<file path="config.mk">
export PLATFORM = sky130hd
export DESIGN_NAME = ls259_ctrl
export DESIGN_NICKNAME = d
export VERILOG_FILES = /design/src/rtl/ls259_ctrl.sv
export SDC_FILE = /design/constraint.sdc
export NUM_CORES = 1
export LEC_CHECK = 0
export BUFFER_PORTS_ARGS = -buffer_cell sky130_fd_sc_hd__buf_2
export CAP_MARGIN = 5
export CORE_MARGIN = 2
export CORE_UTILIZATION = 50
export CTS_CLUSTER_DIAMETER = 30
export DETAILED_ROUTE_END_ITERATION = 16
export GPL_ROUTABILITY_DRIVEN = 0
export GPL_TIMING_DRIVEN = 0
export PLACE_DENSITY = 0.8
export SETUP_SLACK_MARGIN = 0.15
export SLEW_MARGIN = 0
export SYNTH_ARGS = -nofsm -noshare
export SYNTH_HDL_FRONTEND = slang
export SYNTH_SLANG_ARGS = --single-unit
</file>
<file path="constraint.sdc">
create_clock -name clk -period 2.4 [get_ports clk]
set_input_delay 0.72 -clock clk [delete_from_list [all_inputs] [get_ports clk]]
set_output_delay 0.72 -clock clk [all_outputs]
set_load 0.01 [all_outputs]
</file>
<file path="src/rtl/ls259_ctrl.sv">
// Purpose: two-port round-robin sequencer driving one clocked ls259 addressable latch bit by bit.
// Latency: write = 8*(1+GAP)+1 cycles to done, clear = 2, empty mask = 1; req_ready is combinational in IDLE.
// Backpressure: req_ready stays low outside IDLE; a requester holds req_valid until it sees its ready bit.
// Ports: req_* valid/ready command inputs (clr, data, mask per requester); S/D/En_b/clr_b drive the latch;
//        busy/done/grant_id report progress; shadow mirrors the latch contents.
module ls259_ctrl #(
    parameter int unsigned GAP = 0
) (
    input  logic       clk,
    input  logic       rst,
    input  logic [1:0] req_valid,
    output logic [1:0] req_ready,
    input  logic [1:0] req_clr,
    input  logic [7:0] req_data0,
    input  logic [7:0] req_data1,
    input  logic [7:0] req_mask0,
    input  logic [7:0] req_mask1,
    output logic [2:0] S,
    output logic       D,
    output logic       En_b,
    output logic       clr_b,
    output logic       busy,
    output logic       done,
    output logic       grant_id,
    output logic [7:0] shadow
);

    typedef enum logic [2:0] {
        ST_INIT,
        ST_IDLE,
        ST_CLEAR,
        ST_WRITE,
        ST_GAP,
        ST_DONE
    } state_t;

    // Reload value for the settle counter; only meaningful when GAP > 0.
    localparam logic [2:0] GAP_M1 = (GAP > 0) ? 3'(GAP - 1) : 3'd0;

    state_t     state_q, state_d;
    logic [2:0] bit_q, bit_d;
    logic [2:0] gap_q, gap_d;
    logic [7:0] data_q, data_d;
    logic [7:0] mask_q, mask_d;
    logic       grant_q, grant_d;
    logic       last_q, last_d;     // requester granted most recently
    logic [7:0] shadow_q, shadow_d;

    // With both valid the requester opposite the last grant wins; otherwise the only valid one.
    logic win;
    always_comb begin
        win = (req_valid == 2'b11) ? ~last_q : req_valid[1];
    end

    always_comb begin
        state_d   = state_q;
        bit_d     = bit_q;
        gap_d     = gap_q;
        data_d    = data_q;
        mask_d    = mask_q;
        grant_d   = grant_q;
        last_d    = last_q;
        shadow_d  = shadow_q;
        S         = 3'd0;
        D         = 1'b0;
        En_b      = 1'b1;
        clr_b     = 1'b1;
        req_ready = 2'b00;
        busy      = 1'b1;
        done      = 1'b0;

        case (state_q)
            ST_INIT: begin
                clr_b    = 1'b0;
                shadow_d = 8'h00;
                state_d  = ST_IDLE;
            end
            ST_IDLE: begin
                busy = 1'b0;
                if (|req_valid) begin
                    // The winner is always a valid requester, so raising its ready is an accept.
                    req_ready = win ? 2'b10 : 2'b01;
                    grant_d   = win;
                    last_d    = win;
                    data_d    = win ? req_data1 : req_data0;
                    mask_d    = win ? req_mask1 : req_mask0;
                    bit_d     = 3'd0;
                    if (req_clr[win]) begin
                        state_d = ST_CLEAR;
                    end else if ((win ? req_mask1 : req_mask0) == 8'h00) begin
                        state_d = ST_DONE;
                    end else begin
                        state_d = ST_WRITE;
                    end
                end
            end
            ST_CLEAR: begin
                clr_b    = 1'b0;
                shadow_d = 8'h00;
                state_d  = ST_DONE;
            end
            ST_WRITE: begin
                S    = bit_q;
                D    = data_q[bit_q];
                En_b = ~mask_q[bit_q];
                // Shadow updates on the same edge the latch samples D.
                if (mask_q[bit_q]) begin
                    shadow_d[bit_q] = data_q[bit_q];
                end
                if (GAP > 0) begin
                    gap_d   = GAP_M1;
                    state_d = ST_GAP;
                end else if (bit_q == 3'd7) begin
                    state_d = ST_DONE;
                end else begin
                    bit_d = bit_q + 3'd1;
                end
            end
            ST_GAP: begin
                if (gap_q == 3'd0) begin
                    if (bit_q == 3'd7) begin
                        state_d = ST_DONE;
                    end else begin
                        bit_d   = bit_q + 3'd1;
                        state_d = ST_WRITE;
                    end
                end else begin
                    gap_d = gap_q - 3'd1;
                end
            end
            ST_DONE: begin
                done    = 1'b1;
                state_d = ST_IDLE;
            end
            default: begin
                state_d = ST_INIT;
            end
        endcase
    end

    always_ff @(posedge clk or posedge rst) begin
        if (rst) begin
            state_q  <= ST_INIT;
            bit_q    <= 3'd0;
            gap_q    <= 3'd0;
            data_q   <= 8'h00;
            mask_q   <= 8'h00;
            grant_q  <= 1'b0;
            last_q   <= 1'b1;   // so requester 0 wins the first contended round
            shadow_q <= 8'h00;
        end else begin
            state_q  <= state_d;
            bit_q    <= bit_d;
            gap_q    <= gap_d;
            data_q   <= data_d;
            mask_q   <= mask_d;
            grant_q  <= grant_d;
            last_q   <= last_d;
            shadow_q <= shadow_d;
        end
    end

    assign grant_id = grant_q;
    assign shadow   = shadow_q;

endmodule

</file>
==> flow_metrics.env, run 1 <==
export IMPL_status="complete, but fails checks"
export IMPL_violations="negative setup slack"
export IMPL_place_area_um2=2340
export IMPL_synth_compound_area_frac=0.121
export IMPL_min_path_type="in2async"
export IMPL_fin_hold_ws_ps=472
export IMPL_yosysWarnings=0
export IMPL_synth_seq_area_share=0.444
export IMPL_fin_setup_tns_ps=-80.9
export IMPL_finalCritPeriodShare=1.03
export IMPL_io_buffers=56
export IMPL_maxSlewViolCount=0
export IMPL_vias=1795
export IMPL_power_density_nw_per_um2=1140
export IMPL_start_kind="flop"
export IMPL_maxSlewHeadroom=0.619
export IMPL_vias_per_cell=5.52
export IMPL_synth_simple_area_share=0.204
export IMPL_final_common_cell="buf_2"
export IMPL_drtIter0Drc=68
export IMPL_worstMarginPinSlew_ps=571
export IMPL_grt_max_degree=25
export IMPL_crit_buf_inv=2
export IMPL_ant_nets=0
export IMPL_synthArstFlopShare=1.00
export IMPL_die_x_um=66.9
export IMPL_grt_first_pass_wirelength_um=7940
export IMPL_avgSynthCellArea_um2=9.74
export IMPL_end_kind="primary output"
export IMPL_synthCells=203
export IMPL_rows=22
export IMPL_cpMaxStageDelayCell="mux4_2"
export IMPL_cts_tree="done"
export IMPL_avgRoutedWirePerCell_um=14.9
export IMPL_syn_to_final_growth_pct=31.8
export IMPL_r2r_worst_path_cells=8
export IMPL_num_io_pins=57
export IMPL_cp_depth=6
export IMPL_drt_wl_total_um=4850
export IMPL_ys_types=44
export IMPL_insertedDiodeCount=0
export IMPL_cts_sinks=35
export IMPL_cp_arrival_ps=1760
export IMPL_synth_nets=245
export IMPL_fin_nets=318
export IMPL_reg2reg_setup_slack_ps=560
export IMPL_start_util=0.528
export IMPL_p_leak_nw=1.25
export IMPL_synth_ff_type="dfrtp_1"
export IMPL_setup_viol=1
export IMPL_synth_edff_count=0
export IMPL_insertion_delay_ps=290
export IMPL_grt_pass1_vias=1719
export IMPL_total_power_mw=2.97
export IMPL_final_area_um2=2610
export IMPL_rsz0062_at_grt="true"
export IMPL_grt_use_total=0.239
export IMPL_fmax_mhz=403
export IMPL_fin_util=0.696
export IMPL_clk_pin_slew_worst_paths_ps=70
export IMPL_syn_area_um2=1980
export IMPL_drv_cap=0
export IMPL_multi_input_area_um2=1070
export IMPL_synth_top_family_by_area="simple AND/OR/NAND/NOR gates"
export IMPL_final_instance_count_excl_fill=325
export IMPL_synth_mux_area_frac=0.160
export IMPL_min_period_ps=2480
export IMPL_drive_gt1_frac=0.383
export IMPL_die_area_um2=4470
export IMPL_final_seq_area_um2=878
export IMPL_dp_cells=308
export IMPL_antenna_found_initial=0
export IMPL_fillCellCount=303
export IMPL_crit_family="multiplexers"
export IMPL_hold_viol=0
export IMPL_ys_ff_latch=35
export IMPL_layout_common_cells="buf_2 (58), dfrtp_1 (33), nor2_1 (30)"
export IMPL_grt_overflow=0
export IMPL_ir_worst_vdd_uv=732
export IMPL_dp_slack_ps=-79.4
export IMPL_path_cells="buf_6 > mux4_2 > nor2b_4 > a21oi_4 > nor2_1 > buf_2"
export IMPL_crit_required_ps=1680
export IMPL_numCtsBuffers=5
export IMPL_slowest_delay_ps=480
export IMPL_die_h_um=66.9
export IMPL_path_class="reg2out"
export IMPL_htreeDepth=2
export IMPL_fin_ws_ps=-80.9
export IMPL_synthAdderAreaFrac=0.0253
export IMPL_synthXorXnorAreaFrac=0.00443
export IMPL_drc=0
export IMPL_coreArea_um2=3740
export IMPL_cts_root_buf="clkbuf_8"
export IMPL_worstPathMaxFanout=3
export IMPL_dp_hpwl_um=3440
export IMPL_finClkSkew_ps=5.46
export IMPL_drt_pre_antenna_iters=4
export IMPL_reg2reg_from="bit_q[1]$_DFFE_PP0P_"
export IMPL_r2r_end="bit_q[0]$_DFFE_PP0P_"
export IMPL_clock_path_buffers=2
==> power breakdown <==
group          total [mW]  internal, mW  switching [mW]
Combinational        1.43         0.660           0.775
Sequential          0.984         0.813           0.171
Clock               0.553         0.336           0.217
Total                2.97          1.81            1.16
==> cells by family (layout without fill, tap and decap cells) <==
logic type | Yosys count | after routing
muxes | 29 | 29
adders and majority gates | 4 | 4
xor gates and xnor gates | 1 | 1
buffers and inverters | 16 | 90
and+or+nand+nor | 77 | 77
AOI/OAI and AO/OA | 41 | 41
DFF | 35 | 35
==> registers in the layout, indices dropped and copies added, names as in the netlist <==
| register | count |
|---|---|
| grant_id | 1 |
| state_q | 3 |
| data_q | 8 |
| mask_q | 8 |
| gap_q | 3 |
| bit_q | 3 |
| last_q | 1 |
| shadow | 8 |
==> metal layers <==
metal	vias up	wire length [µm]	GRT usage
met2	73	2370	0.393
met1	847	2100	0.314
met3	12	295	0.0439
met5	-	0	0
li1	863	-	-
met4	0	86	0.0918
==> layout make-up <==
class / count / area share
Inverter: 6 / 0.00865
Buffer: 10 / 0.0303
Clock inverter: 2 / 0.0134
Clock buffer: 6 / 0.0317
Sequential cell: 35 / 0.337
Multi-Input combinational cell: 152 / 0.412
Tap cell: 48 / 0.0231
Timing Repair Buffer: 66 / 0.144
==> worst reg2reg max path, cell delays in order, from the launching register on <==
cell	delay [ps]
dfrtp_1	400
buf_4	140
buf_4	120
ha_1	170
ha_1	220
nor2b_1	180
a32oi_1	160
a21o_2	250
o21ai_0	130
==> Yosys cell counts (3+ instances only) <==
cell type / number / area (µm²)
nand3_1: 3 / 15.0
o21ai_0: 10 / 50.1
nor2_1: 30 / 113
inv_1: 5 / 18.8
nand3b_1: 5 / 37.5
nor2b_1: 6 / 37.5
nor3_1: 3 / 15.0
buf_2: 4 / 20.0
mux2i_1: 26 / 260
nand2_1: 11 / 41.3
dfrtp_1: 34 / 851
nand4_1: 3 / 18.8
a21oi_1: 20 / 100
ha_1: 4 / 50.1
==> what timing repair did <==
item	CTS	global route
resized for setup	16	8
hold buffers	0	0
endpoints found under the setup margin	4	4
pin swaps	1	0
setup buffers	7	2
gates cloned	0	0
==> how the worst max path moves through the flow <==
stage                               from      endpoint  slack, ps
floorplan                   req_valid[1]  req_ready[1]        240
global placement            req_valid[1]  req_ready[1]        -30
detailed placement          req_valid[1]  req_ready[1]        -80
CTS                 bit_q[1]$_DFFE_PP0P_             D        -70
global route        bit_q[1]$_DFFE_PP0P_             D       -130
finish              bit_q[1]$_DFFE_PP0P_             D        -80
Power figures use the tool's default switching activity.
==> run 2: changes to the inputs <==
- SETUP_SLACK_MARGIN: 0.15 -> 0.5
- SLEW_MARGIN: 0 -> default
==> flow_metrics.env, run 2 (synthesized netlist as in run 1, its figures left out) <==
export IMPL_drtIter0Drc=65
export IMPL_cts_hold_buf=0
export IMPL_status="complete, but fails checks"
export IMPL_drt_wl_total_um=5580
export IMPL_cts_sinks=35
export IMPL_worstMarginPinSlew_ps=689
export IMPL_final_seq_area_um2=881
export IMPL_fillCellCount=237
export IMPL_start_kind="flop"
export IMPL_worstPathMaxFanout=3
export IMPL_final_common_cell="buf_2"
export IMPL_vias=1913
export IMPL_rows=22
export IMPL_grt_use_total=0.257
export IMPL_hold_viol=0
export IMPL_maxSlewViolCount=0
export IMPL_htreeDepth=2
export IMPL_fin_hold_ws_ps=491
export IMPL_power_density_nw_per_um2=1160
export IMPL_insertion_delay_ps=300
export IMPL_violations="negative setup slack"
export IMPL_coreArea_um2=3740
export IMPL_die_area_um2=4470
export IMPL_drv_cap=0
export IMPL_total_power_mw=3.33
export IMPL_fin_nets=336
export IMPL_path_class="reg2out"
export IMPL_r2r_worst_path_cells=6
export IMPL_cp_arrival_ps=1760
export IMPL_min_period_ps=2480
export IMPL_fmax_mhz=403
export IMPL_insertedDiodeCount=0
export IMPL_min_path_type="reg2reg"
export IMPL_syn_to_final_growth_pct=45.1
export IMPL_num_io_pins=57
export IMPL_final_instance_count_excl_fill=342
export IMPL_p_leak_nw=1.37
export IMPL_grt_overflow=0
export IMPL_vias_per_cell=5.59
export IMPL_fin_setup_tns_ps=-79.0
export IMPL_io_buffers=56
export IMPL_cts_root_buf="clkbuf_8"
export IMPL_path_cells="buf_6 > mux4_2 > nor2b_4 > a21oi_4 > nor2_2 > buf_2"
export IMPL_drc=0
export IMPL_maxSlewHeadroom=0.540
export IMPL_ant_nets=0
export IMPL_drive_gt1_frac=0.456
export IMPL_clock_path_buffers=2
export IMPL_dp_cells=308
export IMPL_finClkSkew_ps=8.41
export IMPL_crit_required_ps=1680
export IMPL_setup_viol=1
export IMPL_avgRoutedWirePerCell_um=16.3
export IMPL_clk_pin_slew_worst_paths_ps=70
export IMPL_grt_max_degree=23
export IMPL_fin_ws_ps=-79.0
export IMPL_start_util=0.528
export IMPL_grt_first_pass_wirelength_um=8320
export IMPL_cpMaxStageDelayCell="mux4_2"
export IMPL_layout_common_cells="buf_2 (50), dfrtp_1 (31), nor2_1 (28)"
export IMPL_rsz0062_at_grt="true"
export IMPL_die_x_um=66.9
export IMPL_drt_pre_antenna_iters=4
export IMPL_grt_pass1_vias=1861
export IMPL_dp_hpwl_um=3310
export IMPL_antenna_found_initial=0
export IMPL_finalCritPeriodShare=1.03
export IMPL_numCtsBuffers=5
export IMPL_fin_util=0.766
export IMPL_multi_input_area_um2=1140
export IMPL_holdPathStages=1
export IMPL_cts_tree="done"
export IMPL_ir_worst_vdd_uv=761
export IMPL_end_kind="primary output"
export IMPL_slowest_delay_ps=490
export IMPL_die_h_um=66.9
==> run 2: worst max-delay path: cells and delay by family (launching register included) <==
| kind | cells | cell delay [ps] |
|---|---|---|
| AND/OR/NAND/NOR | 2 | 200 |
| buffers and inverters | 2 | 270 |
| AO/OA/AOI/OAI | 1 | 140 |
| multiplexers | 1 | 490 |
| flip-flops | 1 | 360 |
==> run 2: area by class of cell <==
type / instances / area share
clock inverters: 1 / 0.00175
flip-flops and latches: 35 / 0.307
clock buffers: 6 / 0.0288
repair buffers: 84 / 0.201
plain buffers: 10 / 0.0345
inverters: 6 / 0.00873
multi-input cells: 152 / 0.397
well taps: 48 / 0.0209
==> run 2: stage by stage <==
stage,worst slack (ps),cell area (µm²)
after floorplan,314,2000
after global placement,69.1,2340
after detailed placement,60.1,2370
after CTS,-70.1,2730
after global routing,-119,2870
final,-79.0,2870
==> run 2: layer usage <==
metal / global-route usage / wire, µm / vias to the layer above
li1: - / - / 895
met1: 0.290 / 2340 / 909
met2: 0.438 / 2710 / 90
met3: 0.0642 / 349 / 19
met4: 0.151 / 177 / 0
met5: 0 / 0 / -
==> run 2: timing repair <==
item	CTS	global route
pin swaps	6	1
resized for setup	37	17
setup buffers	18	9
setup endpoints to repair	9	12
hold endpoints to repair	0	0
==> run 2: path summary, 6_finish.rpt <==
| check | start | to | slack [ps] |
|---|---|---|---|
| setup / recovery | bit_q[1]$_DFFE_PP0P_ | D | -80 |
| hold / removal | grant_id$_DFFE_PP0P_ | grant_id$_DFFE_PP0P_ | 490 |
| setup reg to reg | state_q[2]$_DFFE_PP0P_ | shadow[2]$_DFFE_PP0P_ | 510 |
| hold reg to reg | grant_id$_DFFE_PP0P_ | grant_id$_DFFE_PP0P_ | 490 |
| max in group asynchronous | rst | state_q[0]$_DFFE_PP0P_ | 1330 |
| min in group asynchronous | rst | grant_id$_DFFE_PP0P_ | 520 |
==> run 2: power by group <==
part / leakage (nW) / switching, mW / internal [mW] / total, mW
clock network: 0.0470 / 0.216 / 0.225 / 0.441
logic: 0.905 / 0.948 / 0.969 / 1.92
registers: 0.423 / 0.160 / 0.816 / 0.975
total: 1.37 / 1.32 / 2.01 / 3.33
==> run 3: changes to the inputs <==
- MAX_ROUTING_LAYER: default -> met4
==> flow_metrics.env, run 3 (synthesized netlist as in run 1, its figures left out) <==
export IMPL_insertedDiodeCount=0
export IMPL_syn_to_final_growth_pct=45.1
export IMPL_r2r_worst_path_cells=6
export IMPL_vias_per_cell=5.55
export IMPL_rows=22
export IMPL_min_path_type="reg2reg"
export IMPL_coreArea_um2=3740
export IMPL_drive_gt1_frac=0.456
export IMPL_drtIter0Drc=73
export IMPL_dp_hpwl_um=3310
export IMPL_die_h_um=66.9
export IMPL_grt_use_met2=0.436
export IMPL_p_leak_nw=1.37
export IMPL_path_cells="buf_6 > mux4_2 > nor2b_4 > a21oi_4 > nor2_2 > buf_2"
export IMPL_antenna_found_initial=0
export IMPL_violations="negative setup slack"
export IMPL_power_density_nw_per_um2=1160
export IMPL_min_period_ps=2480
export IMPL_busiest_layer="met2"
export IMPL_hold_viol=0
export IMPL_start_kind="flop"
export IMPL_fin_ws_ps=-79.0
export IMPL_fmax_mhz=403
export IMPL_fillCellCount=237
export IMPL_cp_arrival_ps=1760
export IMPL_cts_root_buf="clkbuf_8"
export IMPL_drt_wl_total_um=5570
export IMPL_grt_use_total=0.264
export IMPL_maxSlewViolCount=0
export IMPL_grt_overflow=0
export IMPL_start_util=0.528
export IMPL_setup_viol=1
export IMPL_clock_path_buffers=2
export IMPL_status="complete, but fails checks"
export IMPL_num_io_pins=57
export IMPL_cpMaxStageDelayCell="mux4_2"
export IMPL_drv_cap=0
export IMPL_insertion_delay_ps=300
export IMPL_slowest_delay_ps=490
export IMPL_end_kind="primary output"
export IMPL_cts_sinks=35
export IMPL_die_area_um2=4470
export IMPL_htreeDepth=2
export IMPL_die_x_um=66.9
export IMPL_maxSlewHeadroom=0.549
export IMPL_r2r_end="shadow[2]$_DFFE_PP0P_"
export IMPL_fin_setup_tns_ps=-79.0
export IMPL_total_power_mw=3.34
export IMPL_cp_startpoint="bit_q[1]$_DFFE_PP0P_"
export IMPL_worstPathMaxFanout=3
export IMPL_final_common_cell="buf_2"
export IMPL_cts_tree="done"
export IMPL_ant_nets=0
export IMPL_grt_use_met1=0.292
export IMPL_crit_end="D"
export IMPL_avgRoutedWirePerCell_um=16.3
export IMPL_reg2reg_setup_slack_ps=510
export IMPL_vias=1899
export IMPL_finClkSkew_ps=9.28
export IMPL_grt_max_degree=23
export IMPL_worstMarginPinSlew_ps=676
export IMPL_finalCritPeriodShare=1.03
export IMPL_ir_worst_vdd_uv=760
export IMPL_io_buffers=56
export IMPL_layout_common_cells="buf_2 (50), dfrtp_1 (31), nor2_1 (28)"
export IMPL_crit_required_ps=1680
export IMPL_grt_first_pass_wirelength_um=8320
export IMPL_grt_pass1_vias=1861
export IMPL_path_class="reg2out"
export IMPL_clk_pin_slew_worst_paths_ps=70
export IMPL_drt_pre_antenna_iters=4
export IMPL_reg2reg_from="state_q[2]$_DFFE_PP0P_"
export IMPL_cts_hold_buf=0
export IMPL_fin_nets=336
export IMPL_grtUsageMet3=0.0625
export IMPL_numCtsBuffers=5
export IMPL_rsz0062_at_grt="true"
export IMPL_drc=0
==> run 3: cell counts in the layout (fill, tap and decap cells not counted) <==
No cell type changed its count.
==> run 3: final cells by class <==
class	count	area, µm²	share of cell area
multi-input combinational	152	1140	0.397
sequential	35	881	0.307
timing repair buffer	84	576	0.201
buffer	10	98.8	0.0345
clock buffer	6	82.6	0.0288
tap	48	60.1	0.0209
inverter	6	25.0	0.00873
clock inverter	1	5.00	0.00175
==> run 3: timing repair <==
action                                  in CTS  in global routing
endpoints found under the setup margin       9                 12
setup buffers                               18                  9
gates resized for setup                     37                 17
pin swaps                                    6                  1
==> run 3: how the worst min path moves through the flow <==
| stage | from | to | slack [ps] | cells past startpoint |
|---|---|---|---|---|
| 2_1_floorplan | mask_q[7]$_DFFE_PP0P_ | mask_q[7]$_DFFE_PP0P_ | 490 | 2 |
| 3_3_place_gp | grant_id$_DFFE_PP0P_ | grant_id$_DFFE_PP0P_ | 460 | 1 |
| 3_5_place_dp | grant_id$_DFFE_PP0P_ | grant_id$_DFFE_PP0P_ | 460 | 1 |
| 4_1_cts | grant_id$_DFFE_PP0P_ | grant_id$_DFFE_PP0P_ | 480 | 1 |
| 5_1_grt | grant_id$_DFFE_PP0P_ | grant_id$_DFFE_PP0P_ | 510 | 1 |
| 6_report | grant_id$_DFFE_PP0P_ | grant_id$_DFFE_PP0P_ | 490 | 1 |
==> run 3: per-layer routing <==
metal,up-vias,share of wire
met3,18,0.055
met2,78,0.49
met1,902,0.42
met5,-,0
li1,901,-
met4,0,0.028
==> run 3: critical path: cells and delay by family, from the launching register on <==
kind            cells  cell delay (ps)
buf+inv             2              270
simple gates        2              200
flops               1              360
compound gates      1              140
mux                 1              490
==> run 3: per-stage QoR <==
stage | cell area, µm² | setup WS, ps | utilization | std cells | hold WS (ps)
after detailed placement | 2370 | 60.1 | 0.633 | 308 | 465
final | 2870 | -79.0 | 0.766 | 342 | 491
after global routing | 2870 | -119 | 0.766 | 342 | 514
after CTS | 2730 | -70.1 | 0.728 | 333 | 481
after floorplan | 2000 | 314 | - | 203 | 488
after global placement | 2340 | 69.1 | 0.626 | 307 | 461
==> run 3: power breakdown <==
part	internal, mW	switching [mW]	leakage (nW)	total [mW]
logic	0.969	0.946	0.905	1.92
clock network	0.225	0.221	0.0470	0.446
registers	0.816	0.159	0.423	0.974
total	2.01	1.33	1.37	3.34
